==> src/rtl/banff_core_pkg.sv <==
// Banff core shared constants: default widths, EX/WB skid-buffer state encodings
// and the packed EX/WB payload layout {result, rd, rd_we, pc, exc, exc_cause}.
`timescale 1ns/1ps
package banff_core_pkg;

  localparam int XLEN_DEF       = 32;
  localparam int REG_ADDR_W_DEF = 5;
  localparam int CAUSE_W_DEF    = 4;

  localparam logic [1:0] EXWB_EMPTY = 2'd0;
  localparam logic [1:0] EXWB_ONE   = 2'd1;
  localparam logic [1:0] EXWB_FULL  = 2'd2;

  // Field offsets, LSB first; exc_cause sits at bit 0.
  function automatic int exwb_off_exc(int cause_w);
    return cause_w;
  endfunction

  function automatic int exwb_off_pc(int cause_w);
    return cause_w + 1;
  endfunction

  function automatic int exwb_off_rd_we(int xlen, int cause_w);
    return cause_w + 1 + xlen;
  endfunction

  function automatic int exwb_off_rd(int xlen, int cause_w);
    return cause_w + 2 + xlen;
  endfunction

  function automatic int exwb_off_result(int xlen, int reg_addr_w, int cause_w);
    return cause_w + 2 + xlen + reg_addr_w;
  endfunction

  function automatic int exwb_payload_w(int xlen, int reg_addr_w, int cause_w);
    return cause_w + 2 + 2 * xlen + reg_addr_w;
  endfunction

  localparam int EXWB_PAYLOAD_W = exwb_payload_w(XLEN_DEF, REG_ADDR_W_DEF, CAUSE_W_DEF);

endpackage

==> src/rtl/exwb_slot_reg.sv <==
// One EX/WB payload slot: load-enabled register, cleared by the async active-low reset.
`timescale 1ns/1ps
module exwb_slot_reg
  import banff_core_pkg::*;
#(
  parameter int W = EXWB_PAYLOAD_W
) (
  input  logic         clock,
  input  logic         reset,
  input  logic         load,
  input  logic [W-1:0] d,
  output logic [W-1:0] q
);

  always_ff @(posedge clock or negedge reset) begin
    if (!reset) begin
      q <= '0;
    end else if (load) begin
      q <= d;
    end
  end

endmodule

==> src/rtl/exwb_pipe_reg.sv <==
// Banff EX/WB pipeline register: two-entry skid buffer with registered ready/valid,
// flush and a saturating writeback-stall counter. Define EXWB_FWD_EN for forwarding ports.
`timescale 1ns/1ps
module exwb_pipe_reg
  import banff_core_pkg::*;
#(
  parameter int XLEN        = XLEN_DEF,
  parameter int REG_ADDR_W  = REG_ADDR_W_DEF,
  parameter int CAUSE_W     = CAUSE_W_DEF,
  parameter int STALL_CNT_W = 16
) (
  input  logic                   clock,
  input  logic                   reset,
  input  logic                   flush,
  input  logic                   ex_valid,
  output logic                   ex_ready,
  input  logic [XLEN-1:0]        ex_result,
  input  logic [REG_ADDR_W-1:0]  ex_rd,
  input  logic                   ex_rd_we,
  input  logic [XLEN-1:0]        ex_pc,
  input  logic                   ex_exc,
  input  logic [CAUSE_W-1:0]     ex_exc_cause,
  output logic                   wb_valid,
  input  logic                   wb_ready,
  output logic [XLEN-1:0]        wb_result,
  output logic [REG_ADDR_W-1:0]  wb_rd,
  output logic                   wb_rd_we,
  output logic [XLEN-1:0]        wb_pc,
  output logic                   wb_exc,
  output logic [CAUSE_W-1:0]     wb_exc_cause,
  output logic [STALL_CNT_W-1:0] stall_cnt
`ifdef EXWB_FWD_EN
  ,
  output logic                   fwd0_valid,
  output logic [REG_ADDR_W-1:0]  fwd0_rd,
  output logic [XLEN-1:0]        fwd0_data,
  output logic                   fwd1_valid,
  output logic [REG_ADDR_W-1:0]  fwd1_rd,
  output logic [XLEN-1:0]        fwd1_data
`endif
);

  localparam int PW         = exwb_payload_w(XLEN, REG_ADDR_W, CAUSE_W);
  localparam int OFF_EXC    = exwb_off_exc(CAUSE_W);
  localparam int OFF_PC     = exwb_off_pc(CAUSE_W);
  localparam int OFF_RD_WE  = exwb_off_rd_we(XLEN, CAUSE_W);
  localparam int OFF_RD     = exwb_off_rd(XLEN, CAUSE_W);
  localparam int OFF_RESULT = exwb_off_result(XLEN, REG_ADDR_W, CAUSE_W);

  logic [1:0]    state;
  logic [1:0]    next_state;
  logic          ex_fire;
  logic          wb_fire;
  logic          load_main;
  logic          load_skid;
  logic          main_from_skid;
  logic          ex_rd_we_eff;
  logic [PW-1:0] ex_payload;
  logic [PW-1:0] main_d;
  logic [PW-1:0] main_q;
  logic [PW-1:0] skid_q;

  assign ex_fire = ex_valid & ex_ready;
  assign wb_fire = wb_valid & wb_ready;

  // Writes to x0 and from faulting instructions never reach the register file.
  assign ex_rd_we_eff = ex_rd_we & (ex_rd != '0) & ~ex_exc;
  assign ex_payload   = {ex_result, ex_rd, ex_rd_we_eff, ex_pc, ex_exc, ex_exc_cause};

  always_comb begin
    next_state     = state;
    load_main      = 1'b0;
    load_skid      = 1'b0;
    main_from_skid = 1'b0;
    case (state)
      EXWB_EMPTY: begin
        if (ex_fire) begin
          next_state = EXWB_ONE;
          load_main  = 1'b1;
        end
      end
      EXWB_ONE: begin
        if (ex_fire && wb_fire) begin
          load_main = 1'b1;
        end else if (ex_fire) begin
          next_state = EXWB_FULL;
          load_skid  = 1'b1;
        end else if (wb_fire) begin
          next_state = EXWB_EMPTY;
        end
      end
      EXWB_FULL: begin
        if (wb_fire) begin
          next_state     = EXWB_ONE;
          load_main      = 1'b1;
          main_from_skid = 1'b1;
        end
      end
      default: next_state = EXWB_EMPTY;
    endcase
    // Flush drops everything held plus anything accepted this cycle.
    if (flush) begin
      next_state = EXWB_EMPTY;
      load_main  = 1'b0;
      load_skid  = 1'b0;
    end
  end

  assign main_d = main_from_skid ? skid_q : ex_payload;

  always_ff @(posedge clock or negedge reset) begin
    if (!reset) begin
      state    <= EXWB_EMPTY;
      ex_ready <= 1'b1;
      wb_valid <= 1'b0;
    end else begin
      state    <= next_state;
      ex_ready <= (next_state != EXWB_FULL);
      wb_valid <= (next_state != EXWB_EMPTY);
    end
  end

  always_ff @(posedge clock or negedge reset) begin
    if (!reset) begin
      stall_cnt <= '0;
    end else if (wb_valid && !wb_ready && (stall_cnt != '1)) begin
      stall_cnt <= stall_cnt + {{(STALL_CNT_W-1){1'b0}}, 1'b1};
    end
  end

  exwb_slot_reg #(.W(PW)) u_main (
    .clock (clock),
    .reset (reset),
    .load  (load_main),
    .d     (main_d),
    .q     (main_q)
  );

  exwb_slot_reg #(.W(PW)) u_skid (
    .clock (clock),
    .reset (reset),
    .load  (load_skid),
    .d     (ex_payload),
    .q     (skid_q)
  );

  assign wb_exc_cause = main_q[CAUSE_W-1:0];
  assign wb_exc       = main_q[OFF_EXC];
  assign wb_pc        = main_q[OFF_PC +: XLEN];
  assign wb_rd_we     = main_q[OFF_RD_WE];
  assign wb_rd        = main_q[OFF_RD +: REG_ADDR_W];
  assign wb_result    = main_q[OFF_RESULT +: XLEN];

`ifdef EXWB_FWD_EN
  // Skid slot holds the younger entry, so fwd1 wins at the consumer.
  assign fwd0_valid = (state != EXWB_EMPTY) & main_q[OFF_RD_WE];
  assign fwd0_rd    = main_q[OFF_RD +: REG_ADDR_W];
  assign fwd0_data  = main_q[OFF_RESULT +: XLEN];
  assign fwd1_valid = (state == EXWB_FULL) & skid_q[OFF_RD_WE];
  assign fwd1_rd    = skid_q[OFF_RD +: REG_ADDR_W];
  assign fwd1_data  = skid_q[OFF_RESULT +: XLEN];
`endif

endmodule

==> config.mk <==
export PLATFORM = sky130hd
export DESIGN_NAME = exwb_pipe_reg
export DESIGN_NICKNAME = d
export VERILOG_FILES = /design/src/rtl/banff_core_pkg.sv /design/src/rtl/exwb_slot_reg.sv /design/src/rtl/exwb_pipe_reg.sv
export SDC_FILE = /design/constraint.sdc
export NUM_CORES = 1
export LEC_CHECK = 0
export CORE_MARGIN = 5
export CORE_UTILIZATION = 31
export DETAILED_ROUTE_END_ITERATION = 12
export DONT_BUFFER_PORTS = 1
export PLACE_DENSITY = 0.45
export SYNTH_ARGS = -nofsm -noshare
export SYNTH_HDL_FRONTEND = slang
export SYNTH_SLANG_ARGS = --single-unit
==> constraint.sdc <==
create_clock -name clock -period 2.33 [get_ports clock]
set_clock_uncertainty 0.1 [all_clocks]
set_input_delay 0.3495 -clock clock [delete_from_list [all_inputs] [get_ports clock]]
set_output_delay 0.3495 -clock clock [all_outputs]
set_load 0.03 [all_outputs]
-- Word level (Yosys, flattened, before mapping)
Cells that the tools add are included.
- bits in registers: 170
- input port bits: 80
- output and inout bits: 93
- logic and storage cells: 40
- add/sub/neg operators: 1
- equality and inequality tests: 4
- multiplexer cells: 17
- bitwise gates (word level): 5
- reduce and logical (&&, ||, !) cells: 7
- operators with widths (kind ; number):
    $mux W75 ; 1
    $add A16 B1 Y16 const B ; 1
    $ne A16 B16 Y1 const B ; 1
    $mux W2 ; 6
    $mux W1 ; 8
    $pmux W2 S3 ; 1
    $reduce_bool A5 Y1 ; 1
    $and A1 B1 Y1 ; 4
    $logic_and A1 B1 Y1 ; 3
    $pmux W1 S3 ; 1
    $eq A2 B1 Y1 const B ; 1
    $eq A2 B2 Y1 const B ; 1
    $logic_not A2 Y1 ; 1
    $ne A2 B2 Y1 const B ; 1
    $reduce_bool A2 Y1 ; 1
    $logic_not A1 Y1 ; 1
    $not A1 Y1 ; 1

-- Depth between registers and ports, before layout
Gate-level depths: netlist of run 1.
- word-level depth: 7
- depth in mapped cells: 6
- mapped depth without buffers: 5

-- Hierarchy
From an unflattened synthesis of run 1, not the netlist that was laid out.
- cell total of the unflattened synthesis: 500
- area total of the unflattened synthesis: 7886.3 um2
- modules (own cells, without submodules) (module ; times used ; cells an instance ; area an instance (um2) ; seq. area each (um2)):
    exwb_slot_reg ; 2 ; 158 ; 2986.6 ; 1876.8
    exwb_pipe_reg ; 1 ; 184 ; 1913.1 ; 501.7

-- Worst setup path after synthesis of run 1
No wires, ideal clock.
- kind: register to register
- start: reg ex_ready
- end: reg u_main.q[10]
- setup time: 0.125 ns
- arrival: 1.784 ns
- required time: 2.105 ns
- slack: 0.321 ns
- cell stages (with the launch flop): 7
- path buffers: 2
- clock period less this slack: 2.009 ns
- cells stage by stage: dfstp_2 > and3b_1 > nand2_1 > a21oi_1 > buf_2 > buf_4 > mux2_2
- word-level cells in the longest chain between the ends: 5
- elaborated cells between the ends (all ways): 6
- RTL lines (what ; RTL line ; RTL):
    start, declared ; exwb_pipe_reg.sv:16 ; output logic ex_ready,
    start signal, assigned ; exwb_pipe_reg.sv:118 ; ex_ready <= (next_state != EXWB_FULL);
    $and A1 B1 Y1 (*) ; exwb_pipe_reg.sv:63 ; assign ex_fire = ex_valid & ex_ready;
    $logic_and A1 B1 Y1 ; exwb_pipe_reg.sv:83 ; if (ex_fire && wb_fire) begin
    $mux W1 ; exwb_pipe_reg.sv:83 ;
    $pmux W1 S3 (*) ; exwb_pipe_reg.sv:75 ; case (state)
    $mux W1 (*) ; exwb_pipe_reg.sv:102 ; if (flush) begin
    end signal, assigned ; exwb_slot_reg.sv:17 ; q <= '0;
    end signal, assigned ; exwb_slot_reg.sv:19 ; q <= d;
    end, declared ; exwb_slot_reg.sv:12 ; output logic [W-1:0] q
Every way passes the cells marked *; elsewhere a longest branch is shown, timed or not.
A chain may end at the register's enable or synchronous reset.

-- Final worst setup path of run 1
- start: reg state[1]
- end: reg u_main.q[2]
- word-level cells in the longest chain between the ends: 3
- elaborated cells between the ends (all ways): 7
- RTL lines (what ; RTL line ; RTL):
    start, declared ; exwb_pipe_reg.sv:50 ; logic [1:0] state;
    start signal, assigned ; exwb_pipe_reg.sv:117 ; state <= next_state;
    $eq A2 B2 Y1 (tied with other cells) ; exwb_pipe_reg.sv:75 ;
    $pmux W1 S3 or $mux W1 (tied branches) ; exwb_pipe_reg.sv:75 ;
    $mux W1 or $mux W75 (tied branches) ; exwb_pipe_reg.sv:102, exwb_pipe_reg.sv:109 ;
Several ways; a longest one is shown, not always the timed one.

==> results of run 1 <==
[registers in the layout, indices dropped and copies added (netlist names)]
signal     flops
wb_valid       1
u_skid.q      75
u_main.q      75
stall_cnt     16
ex_ready       1
state          2
[cell usage after synthesis, drive strengths merged]
library cell | instances | share of area [%]
ha | 1 | 0.16
buf | 24 | 2.3
nor2 | 14 | 0.68
and2 | 2 | 0.16
dfrtp | 169 | 55
o21bai | 1 | 0.097
and3b | 1 | 0.11
and4b | 2 | 0.26
nand4b | 1 | 0.11
nand4 | 6 | 0.57
mux2 | 226 | 35
nor3b | 1 | 0.097
or2 | 1 | 0.081
xor2 | 6 | 0.68
and3 | 2 | 0.16
nor2b | 3 | 0.24
mux2i | 2 | 0.26
nor4b | 2 | 0.23
a31oi | 1 | 0.081
inv | 3 | 0.15
nand3 | 4 | 0.26
a21bo | 1 | 0.13
or4 | 1 | 0.097
nand2 | 9 | 0.47
xnor2 | 3 | 0.34
and2b | 1 | 0.11
or3 | 2 | 0.16
o21ai | 3 | 0.19
a21oi | 8 | 0.52
nor4 | 5 | 0.68
dfstp | 1 | 0.34
nor3 | 1 | 0.065
[layout make-up]
type / instances / share of cell area, %
Sequential cell: 170 / 44.3
Multi-Input combinational cell: 310 / 34.3
Timing Repair Buffer: 98 / 10.4
Clock buffer: 19 / 4.72
Tap cell: 324 / 4.22
Clock inverter: 13 / 1.89
Inverter: 3 / 0.117
Antenna cell: 1 / 0.0261
[routing by layer]
layer | share of wire [%] | GRT usage [%]
met1 | 41 | 15.0
met2 | 50 | 21.4
met3 | 8.0 | 4.81
met4 | 1.6 | 4.48
met5 | 0 | 0
[kinds of logic (layout without fill, tap and decap cells)]
family                     Yosys count  in the layout
other                                0              1
adders and majority gates            1              1
AOI/OAI and AO/OA                   14             14
xor gates and xnor gates             9              9
and+or+nand+nor                     58             58
buffers and inverters               27            133
DFF                                170            170
muxes                              228            228
[worst max-delay path: stages, from the launching register on]
cell and delay [ps]:
dfrtp_1 440, and2b_2 270, nand2_4 130, buf_12 270, mux2_2 370, mux2_2 260
[worst paths after layout]
path | from | end | cells after the start
max | state[1]$_DFF_PN0_ | u_main.q[2]$_DFFE_PN0P_ | 5
min | reset | stall_cnt[6]$_DFFE_PN0P_ | 0
max reg2reg | state[1]$_DFF_PN0_ | u_main.q[2]$_DFFE_PN0P_ | 5
min reg2reg | u_skid.q[57]$_DFFE_PN0P_ | u_skid.q[57]$_DFFE_PN0P_ | 1
max in group asynchronous | reset | u_skid.q[42]$_DFFE_PN0P_ | 0
min in group clock | wb_ready | stall_cnt[2]$_DFFE_PN0P_ | 3
[metrics by stage]
stage	util [%]	cells
after floorplan	-	507
after global placement	33.7	830
after detailed placement	33.7	830
after CTS	39.4	937
after global routing	39.4	938
final	39.4	938
[power by group through the flow]
stage | clock network (mW) | registers [mW] | logic [mW]
finish | 3.06 | 5.29 | 1.55
detailed placement | 0 | 5.37 | 1.47
global placement | 0 | 5.33 | 1.40
global route | 3.29 | 5.43 | 1.70
floorplan | 0 | 5.23 | 1.13
CTS | 3.19 | 5.31 | 1.57
==> out/metrics.yaml, run 1 <==
status: "finished, violations left"
violations: "hold timing"
seqCellArea_um2: 4260
htree_levels: 4
core_area_um2: 24400
synth_nets: 588
final_cell_mix: "177 x mux2_2, 169 x dfrtp_1, 75 x dlygate4sd3_1, 49 x mux2_4"
slew_viol_final: 0
p_clk_share_pct: 30.9
p_switching_mw: 3.19
cp.arrival_ps: 2190
final_cell_area_um2: 9600
max_cap_viol_count: 0
vias: 4451
hold_ws_ps: -485
syn_area_um2: 7720
antenna_left: 0
grt_first_pass_wirelength_mm: 28.8
final_common_cell: "mux2_2"
relSlewSlack_pct: 65.8
drc_errors: 0
fin_nets: 681
synth-simple-area-share_pct: 4.56
synth-compound-area-share_pct: 1.02
synth-seq-cells: 170
grt_start_max_net_pins: 171
yosysUniqueCellTypes: 39
cts_resized: 0
start_kind: "flop"
die_area_um2: 28100
wl_per_cell_um: 18.7
p_total_mw: 9.89
seq_area_frac_synth_pct: 55.1
cts_buffers: 17
finalSetupViolCount: 0
powerDensity_nw_per_um2: 1030
postSynthCellCount: 507
firstDrtPassIters: 4
rsz0062_at_grt: "false"
synthMuxAreaShare_pct: 35.6
start_util_pct: 31.6
ys_warn_count: 0
post-place-ws_ps: 337
fp.dieW_um: 168
path_class: "flop to flop"
place_congestion: 0.735
avgSynthCellArea_um2: 15.2
ir_worst_vdd_mv: 0.455
p_int_mw: 6.70
worst_slack_ps: 341
antenna_found_initial: 1
critPathMaxFanout: 42
synth_top_family_by_area: "multiplexers"
synthAdderAreaFrac_pct: 0.162
clockBufferDepth: 2
path_clk_slew_ps: 70
viasPerCell: 4.75
setup_tns_ps: 0
cp_data_required_time_ps: 2530
p_seq_share_pct: 53.4
layout-drive-gt1-share_pct: 47.3
multi_input_area_um2: 3300
area_growth_pct: 24.5
io-pin-count: 173
grt_usage_pct: 12.8
rows: 57
cts_num_sinks: 170
cts_tree: "built"
clock.fmax_mhz: 503
hold_viol: 170
synthXorXnorAreaFrac_pct: 1.02
hold_path.class: "input port to asynchronous set/reset pin"
fp.dieH_um: 168
fin_crit_sh_pct: 85.4
cts_setup_buffers: 0
grt_overflow: 0
switching_share_pct: 32.3
grt_pass1_vias: 5060
dp_hpwl_mm: 10.9
fillers: 2333
tightest_slew_ps: 512
port_buffers: 0
leakagePower_nw: 4.24
clock_latency_ps: 420
clock-root-buffer: "clkbuf_16"
period_minus_slack_ps: 1990
first_iter_violations: 203
drt_wl_total_mm: 17.5
placedInstanceArea_um2: 8220
cts-hold-fix-buffers: 75
pwr-share-comb_pct: 15.6
reg2reg_slack_ps: 340
cp-end-kind: "flop"
Power figures use the tool's default switching activity.
==> run 2: changes to the inputs <==
--- a/config.mk
+++ b/config.mk
@@ -5,6 +5,7 @@
 export SDC_FILE = /design/constraint.sdc
 export NUM_CORES = 1
 export LEC_CHECK = 0
+export ABC_AREA = 1
 export CORE_MARGIN = 5
 export CORE_UTILIZATION = 31
 export DETAILED_ROUTE_END_ITERATION = 12
==> out/metrics.yaml, run 2 <==
seq_area_frac_synth_pct: 55.7  # +0.57 points
wl_per_cell_um: 14.5  # -22%
io-pin-count: 173  # unchanged
pwr-share-comb_pct: 15.1  # -0.5 points
hold_path.class: "input port to asynchronous set/reset pin"
cp_data_required_time_ps: 2520  # about the same
start_util_pct: 31.4  # -0.23 points
path_class: "flop to flop"
core_area_um2: 24300  # -0.29%
antenna_found_initial: 0  # -1
cp.arrival_ps: 2080  # -110 ps
grt_pass1_vias: 6166  # +22%
crit_path_top_delay_cell: "dfrtp_1"
grt_usage_pct: 14.6  # +1.8 points
place_congestion: 0.746  # +1.5%
post_layout_nonfiller_instances: 1363  # +45%
critPathMaxFanout: 16  # -62%
cp-end-kind: "flop"
cp_top_family: "simple AND/OR/NAND/NOR gates"
clock_latency_ps: 420  # about the same
drt_wl_total_mm: 19.8  # +13%
synth_area_leaders: "dfrtp_1 55%, nand2_1 18%, o21ai_0 5.4%, a21oi_1 4.9%, inv_1 4.7%"
fillers: 2532  # +8.5%
leakagePower_nw: 4.83  # +14%
reg.largest.list: "u_main.q x75, u_skid.q x75, stall_cnt x16"
ys_warn_count: 0  # unchanged
ys_top_cells_by_count: "372 x nand2_1, 169 x dfrtp_1, 95 x inv_1, 94 x nor2_1, 82 x o21ai_0"
synth_nets: 1055  # +79%
ir_worst_vdd_mv: 0.418  # -8.1%
synthXorXnorAreaFrac_pct: 0.803  # -0.22 points
first_iter_violations: 366  # +80%
synth-simple-area-share_pct: 24.7  # +20 points
antenna_left: 0  # unchanged
powerDensity_nw_per_um2: 1040  # +1.3%
fp.dieW_um: 167  # -0.48%
avgSynthCellArea_um2: 7.84  # -48%
p_total_mw: 9.67  # -2.2%
die_area_um2: 27900  # -0.96%
dp_cells: 1268  # +53%
p_switching_mw: 3.57  # +12%
final_cell_mix: "372 x nand2_1, 169 x dfrtp_1, 95 x inv_1, 94 x nor2_1, 82 x o21ai_0"
synth_top_area_share_pct: 55.4  # +0.57 points
post-route-util_pct: 38.1  # -1.3 points
port_buffers: 0  # unchanged
p_seq_share_pct: 55.5  # +2.1 points
layout-drive-gt1-share_pct: 5.68  # -42 points
multi_input_area_um2: 2790  # -15%
syn_area_um2: 7640  # -1.0%
htree_levels: 4  # unchanged
clockBufferDepth: 2  # unchanged
synthArstFlopShare_pct: 100  # unchanged
rows: 57  # unchanged
hold_ws_ps: -484  # +0.345 ps
path_clk_slew_ps: 70  # about the same
vias: 5999  # +35%
relSlewSlack_pct: 64.8  # -1.0 points
yosysMostFrequentCell: "nand2_1"
switching_share_pct: 36.9  # +4.6 points
synthAdderAreaFrac_pct: 0.164  # +0.0017 points
setup_tns_ps: 0  # unchanged
cts-hold-fix-buffers: 64  # -15%
p_int_mw: 6.10  # -8.9%
synth_top_family_by_area: "simple AND/OR/NAND/NOR gates"
cts_resized: 0  # unchanged
seqCellArea_um2: 4260  # unchanged
postSynthCellCount: 974  # +92%
slew_viol_final: 0  # unchanged
status: "finished, violations left"
fin_nets: 1108  # +63%
cts_tree: "built"
hold_viol: 170  # unchanged
synthFlopType: "dfrtp_1"
cts_setup_buffers: 0  # unchanged
violations: "hold timing"
final_common_cell: "nand2_1"
rsz0062_at_grt: "false"
insertedDiodeCount: 0  # -1
crit_buf_inv: 1  # unchanged
synth-seq-cells: 170  # unchanged
fin_crit_sh_pct: 81.1  # -4.3 points
cts_num_sinks: 170  # unchanged
cp_slowest_stage_delay_ps: 620  # +180 ps
period_minus_slack_ps: 1890  # -99.9 ps
firstDrtPassIters: 6  # +2
yosysUniqueCellTypes: 22  # -44%
tightest_slew_ps: 526  # +14.0 ps
synth_top_area_cell: "dfrtp_1"
grt_first_pass_wirelength_mm: 33.3  # +16%
viasPerCell: 4.40  # -7.2%
synth-compound-area-share_pct: 10.5  # +9.5 points
dp_hpwl_mm: 12.2  # +12%
grt_start_max_net_pins: 171  # unchanged
max_cap_viol_count: 0  # unchanged
synthMuxAreaShare_pct: 0  # -36 points
fp.dieH_um: 167  # -0.48%
finalSetupViolCount: 0  # unchanged
clock-root-buffer: "clkbuf_16"
cts_buffers: 17  # unchanged
p_clk_share_pct: 29.5  # -1.4 points
area_growth_pct: 21.3
path_cells: "nand3_1 > inv_1 > nand4_1 > nand2_1 > o21ai_0"
synth_edf_count: 0  # unchanged
clock.fmax_mhz: 529  # +5.3%
start_kind: "flop"
grt_overflow: 0  # unchanged
drc_errors: 0  # unchanged
-- run 2: cell type report --
cell class                 instances  share of cell area, %
inverter                          97                   3.93
tap                              324                   4.37
sequential                       170                   45.9
timing repair buffer              84                   9.48
multi-input combinational        657                   30.1
clock buffer                      18                   4.74
clock inverter                    13                   1.46
-- run 2: worst paths after layout --
path	startpoint	end	slack, ps	cells after the start
max in group asynchronous	reset	u_main.q[2]$_DFFE_PN0P_	2210	0
min	reset	stall_cnt[11]$_DFFE_PN0P_	-480	0
max reg2reg	stall_cnt[2]$_DFFE_PN0P_	stall_cnt[2]$_DFFE_PN0P_	440	5
min reg2reg	u_skid.q[37]$_DFFE_PN0P_	u_skid.q[37]$_DFFE_PN0P_	380	2
max	stall_cnt[2]$_DFFE_PN0P_	stall_cnt[2]$_DFFE_PN0P_	440	5
min in group clock	ex_pc[19]	u_skid.q[24]$_DFFE_PN0P_	20	2
-- run 2: power by group through the flow --
stage	Clock, mW	Sequential, mW	Combinational (mW)
after floorplan	0	5.28	1.06
after global placement	0	5.43	1.34
after detailed placement	0	5.43	1.40
after CTS	2.94	5.39	1.49
after global routing	3.07	5.51	1.76
final	2.85	5.36	1.46
-- run 2: layer usage --
layer	vias up	GRT usage, %	wire length, um
li1	3104	-	-
met1	2733	19.6	9320
met2	146	22.7	8750
met3	16	4.57	1350
met4	0	4.38	350
met5	-	0	0
-- run 2: per-stage QoR --
stage               instance area, um2  setup slack (ps)
CTS                               9270               418
floorplan                         7640               510
finish                            9270               441
global route                      9270               213
global placement                  8050               438
detailed placement                8050               436
-- run 2: worst register-to-register path: stages (launching register included) --
cell	delay [ps]
dfrtp_1	620
nand3_1	230
inv_1	130
nand4_1	110
nand2_1	430
o21ai_0	140
-- run 2: logic make-up after synthesis --
kind of cell / count (synthesis)
AND/OR/NAND/NOR: 490
adder cells (fa/ha/maj): 1
flip-flops: 170
buffers and inverters: 147
AO/OA/AOI/OAI: 159
XOR/XNOR: 7
==> run 3: changes to the inputs <==
--- a/config.mk
+++ b/config.mk
@@ -10,7 +10,7 @@
 export CORE_UTILIZATION = 31
 export DETAILED_ROUTE_END_ITERATION = 12
 export DONT_BUFFER_PORTS = 1
-export PLACE_DENSITY = 0.45
+export PLACE_DENSITY = 0.46
 export SYNTH_ARGS = -nofsm -noshare
 export SYNTH_HDL_FRONTEND = slang
 export SYNTH_SLANG_ARGS = --single-unit
==> constraint.sdc (replaced) <==
create_clock -name clock -period 1.7 [get_ports clock]
set_clock_uncertainty 0.1 [all_clocks]
set_input_delay 0.255 -clock clock [delete_from_list [all_inputs] [get_ports clock]]
set_output_delay 0.255 -clock clock [all_outputs]
set_load 0.03 [all_outputs]
==> out/metrics.yaml, run 3 (synthesis results as in run 2) <==
status: "finished, violations left"
violations: "hold timing"
worst_slack_ps: 70.9  # -370 ps
start_util_pct: 31.4  # unchanged
hold_viol: 170  # unchanged
grt_first_pass_wirelength_mm: 31.8  # -4.5%
p_clk_share_pct: 28.5  # -1.0 points
crit_path_top_delay_cell: "dfstp_2"
insertedDiodeCount: 0  # unchanged
period_minus_slack_ps: 1630  # -260 ps
rsz0062_at_grt: "true"
pwr-share-comb_pct: 16.9  # +1.8 points
cp.arrival_ps: 1880  # -200 ps
cts-hold-fix-buffers: 75  # +17%
clock.fmax_mhz: 614  # +16%
htree_levels: 4  # unchanged
reg.largest.list: "u_main.q x75, u_skid.q x75, stall_cnt x16"
path_cells: "nand2_2 > inv_2 > nand3_2 > a21oi_4 > buf_4 > clkbuf_16 > nand2_1 > nand2_1"
path_class: "flop to flop"
leakagePower_nw: 5.08  # +5.2%
placedInstanceArea_um2: 8290  # +2.9%
relSlewSlack_pct: 59.8  # -5.0 points
firstDrtPassIters: 4  # -2
crit_top_cell: "nand2_1"
first_iter_violations: 285  # -22%
grt_start_max_net_pins: 171  # unchanged
final_common_cell: "nand2_1"
cp_top_family: "flip-flops"
vias: 6202  # +3.4%
wl_per_cell_um: 14.6  # +0.91%
antenna_left: 0  # unchanged
crit_buf_inv: 3  # +2
cts_buffers: 17  # unchanged
fin_crit_sh_pct: 95.8  # +15 points
slew_viol_final: 0  # unchanged
finalSetupViolCount: 0  # unchanged
post-place-ws_ps: 11.8  # -425 ps
cp-end-kind: "flop"
rows: 57  # unchanged
start_kind: "flop"
viasPerCell: 4.41  # +0.15%
area_growth_pct: 27.6
core_area_um2: 24300  # unchanged
cts_tree: "built"
port_buffers: 0  # unchanged
grt_pass1_vias: 5824  # -5.5%
fin_nets: 1152  # +4.0%
p_int_mw: 8.49  # +39%
tightest_slew_ps: 603  # +76.6 ps
cts_num_sinks: 170  # unchanged
drt_wl_total_mm: 20.6  # +4.2%
fp.dieH_um: 167  # unchanged
final_cell_area_um2: 9750  # +5.2%
cp_slowest_stage_delay_ps: 540  # -80 ps
grt_usage_pct: 13.9  # -0.71 points
cp_data_required_time_ps: 1950  # -570 ps
io-pin-count: 173  # unchanged
fillers: 2492  # -1.6%
ir_worst_vdd_mv: 0.685  # +64%
clockBufferDepth: 2  # unchanged
max_cap_viol_count: 0  # unchanged
layout-drive-gt1-share_pct: 8.86  # +3.2 points
grt_overflow: 0  # unchanged
setup_tns_ps: 0  # unchanged
clock-root-buffer: "clkbuf_16"
p_switching_mw: 4.91  # +38%
final_cell_mix: "371 x nand2_1, 167 x dfrtp_1, 94 x inv_1, 94 x nor2_1, 82 x o21ai_0"
die_area_um2: 27900  # unchanged
dp_hpwl_mm: 12.4  # +1.3%
antenna_found_initial: 0  # unchanged
p_seq_share_pct: 54.5  # -1.0 points
hold_path.class: "input port to asynchronous set/reset pin"
powerDensity_nw_per_um2: 1380  # +32%
switching_share_pct: 36.7  # -0.23 points
place_congestion: 0.729  # -2.3%
drc_errors: 0  # unchanged
critPathMaxFanout: 14  # -2
fp.dieW_um: 167  # unchanged
path_clk_slew_ps: 70  # about the same
clock_latency_ps: 430  # about the same
hold_ws_ps: -576  # -91.7 ps
-- run 3: final cells by class --
class / instances / area [um2] / share of cell area (%)
inverters: 97 / 367 / 3.76
multi-input cells: 657 / 2800 / 28.7
flip-flops and latches: 170 / 4260 / 43.7
well taps: 324 / 405 / 4.16
clock inverters: 12 / 116 / 1.19
repair buffers: 128 / 1360 / 13.9
clock buffers: 19 / 443 / 4.54
-- run 3: power by group through the flow --
stage	Combinational (mW)	Clock, mW	Sequential (mW)
floorplan	1.46	0	7.25
global placement	1.98	0	7.38
detailed placement	2.06	0	7.38
CTS	2.20	3.98	7.33
global route	2.67	4.15	7.49
finish	2.27	3.82	7.31
-- run 3: final timing paths --
path                                             endpoint  cells past startpoint                startpoint  slack [ps]
worst min-delay path            stall_cnt[15]$_DFFE_PN0P_                      0                     reset        -580
worst max register to register   u_main.q[68]$_DFFE_PN0P_                      8        ex_ready$_DFF_PN1_          70
min in group clock               u_skid.q[37]$_DFFE_PN0P_                      4                  ex_rd_we          60
max in group asynchronous         u_main.q[6]$_DFFE_PN0P_                      0                     reset        1540
worst min register to register   u_skid.q[52]$_DFFE_PN0P_                      2  u_skid.q[52]$_DFFE_PN0P_         380
worst max-delay path             u_main.q[68]$_DFFE_PN0P_                      8        ex_ready$_DFF_PN1_          70
-- run 3: metrics by stage --
stage / util [%] / hold slack (ps) / power [mW] / std cells
finish: 40.1 / -576 / 13.4 / 1407
global route: 40.1 / -614 / 14.3 / 1407
CTS: 39.5 / -607 / 13.5 / 1400
detailed placement: 34.1 / -135 / 9.44 / 1294
global placement: 34.1 / -136 / 9.36 / 1294
floorplan: - / -141 / 8.71 / 974
-- run 3: routing by layer --
metal	up-vias	track usage, %	share of wire, %
li1	3186	-	-
met1	2884	18.8	48
met2	124	21.7	46
met3	8	4.65	5.7
met4	0	3.31	0.64
met5	-	0	0
-- run 3: timing repair --
action                     4_1_cts  5_1_grt
pin swaps                        1        0
setup endpoints to repair        2       85
buffers inserted                 0        2
hold endpoints to repair       321      170
resized for setup                0        7
cloned                           0        5
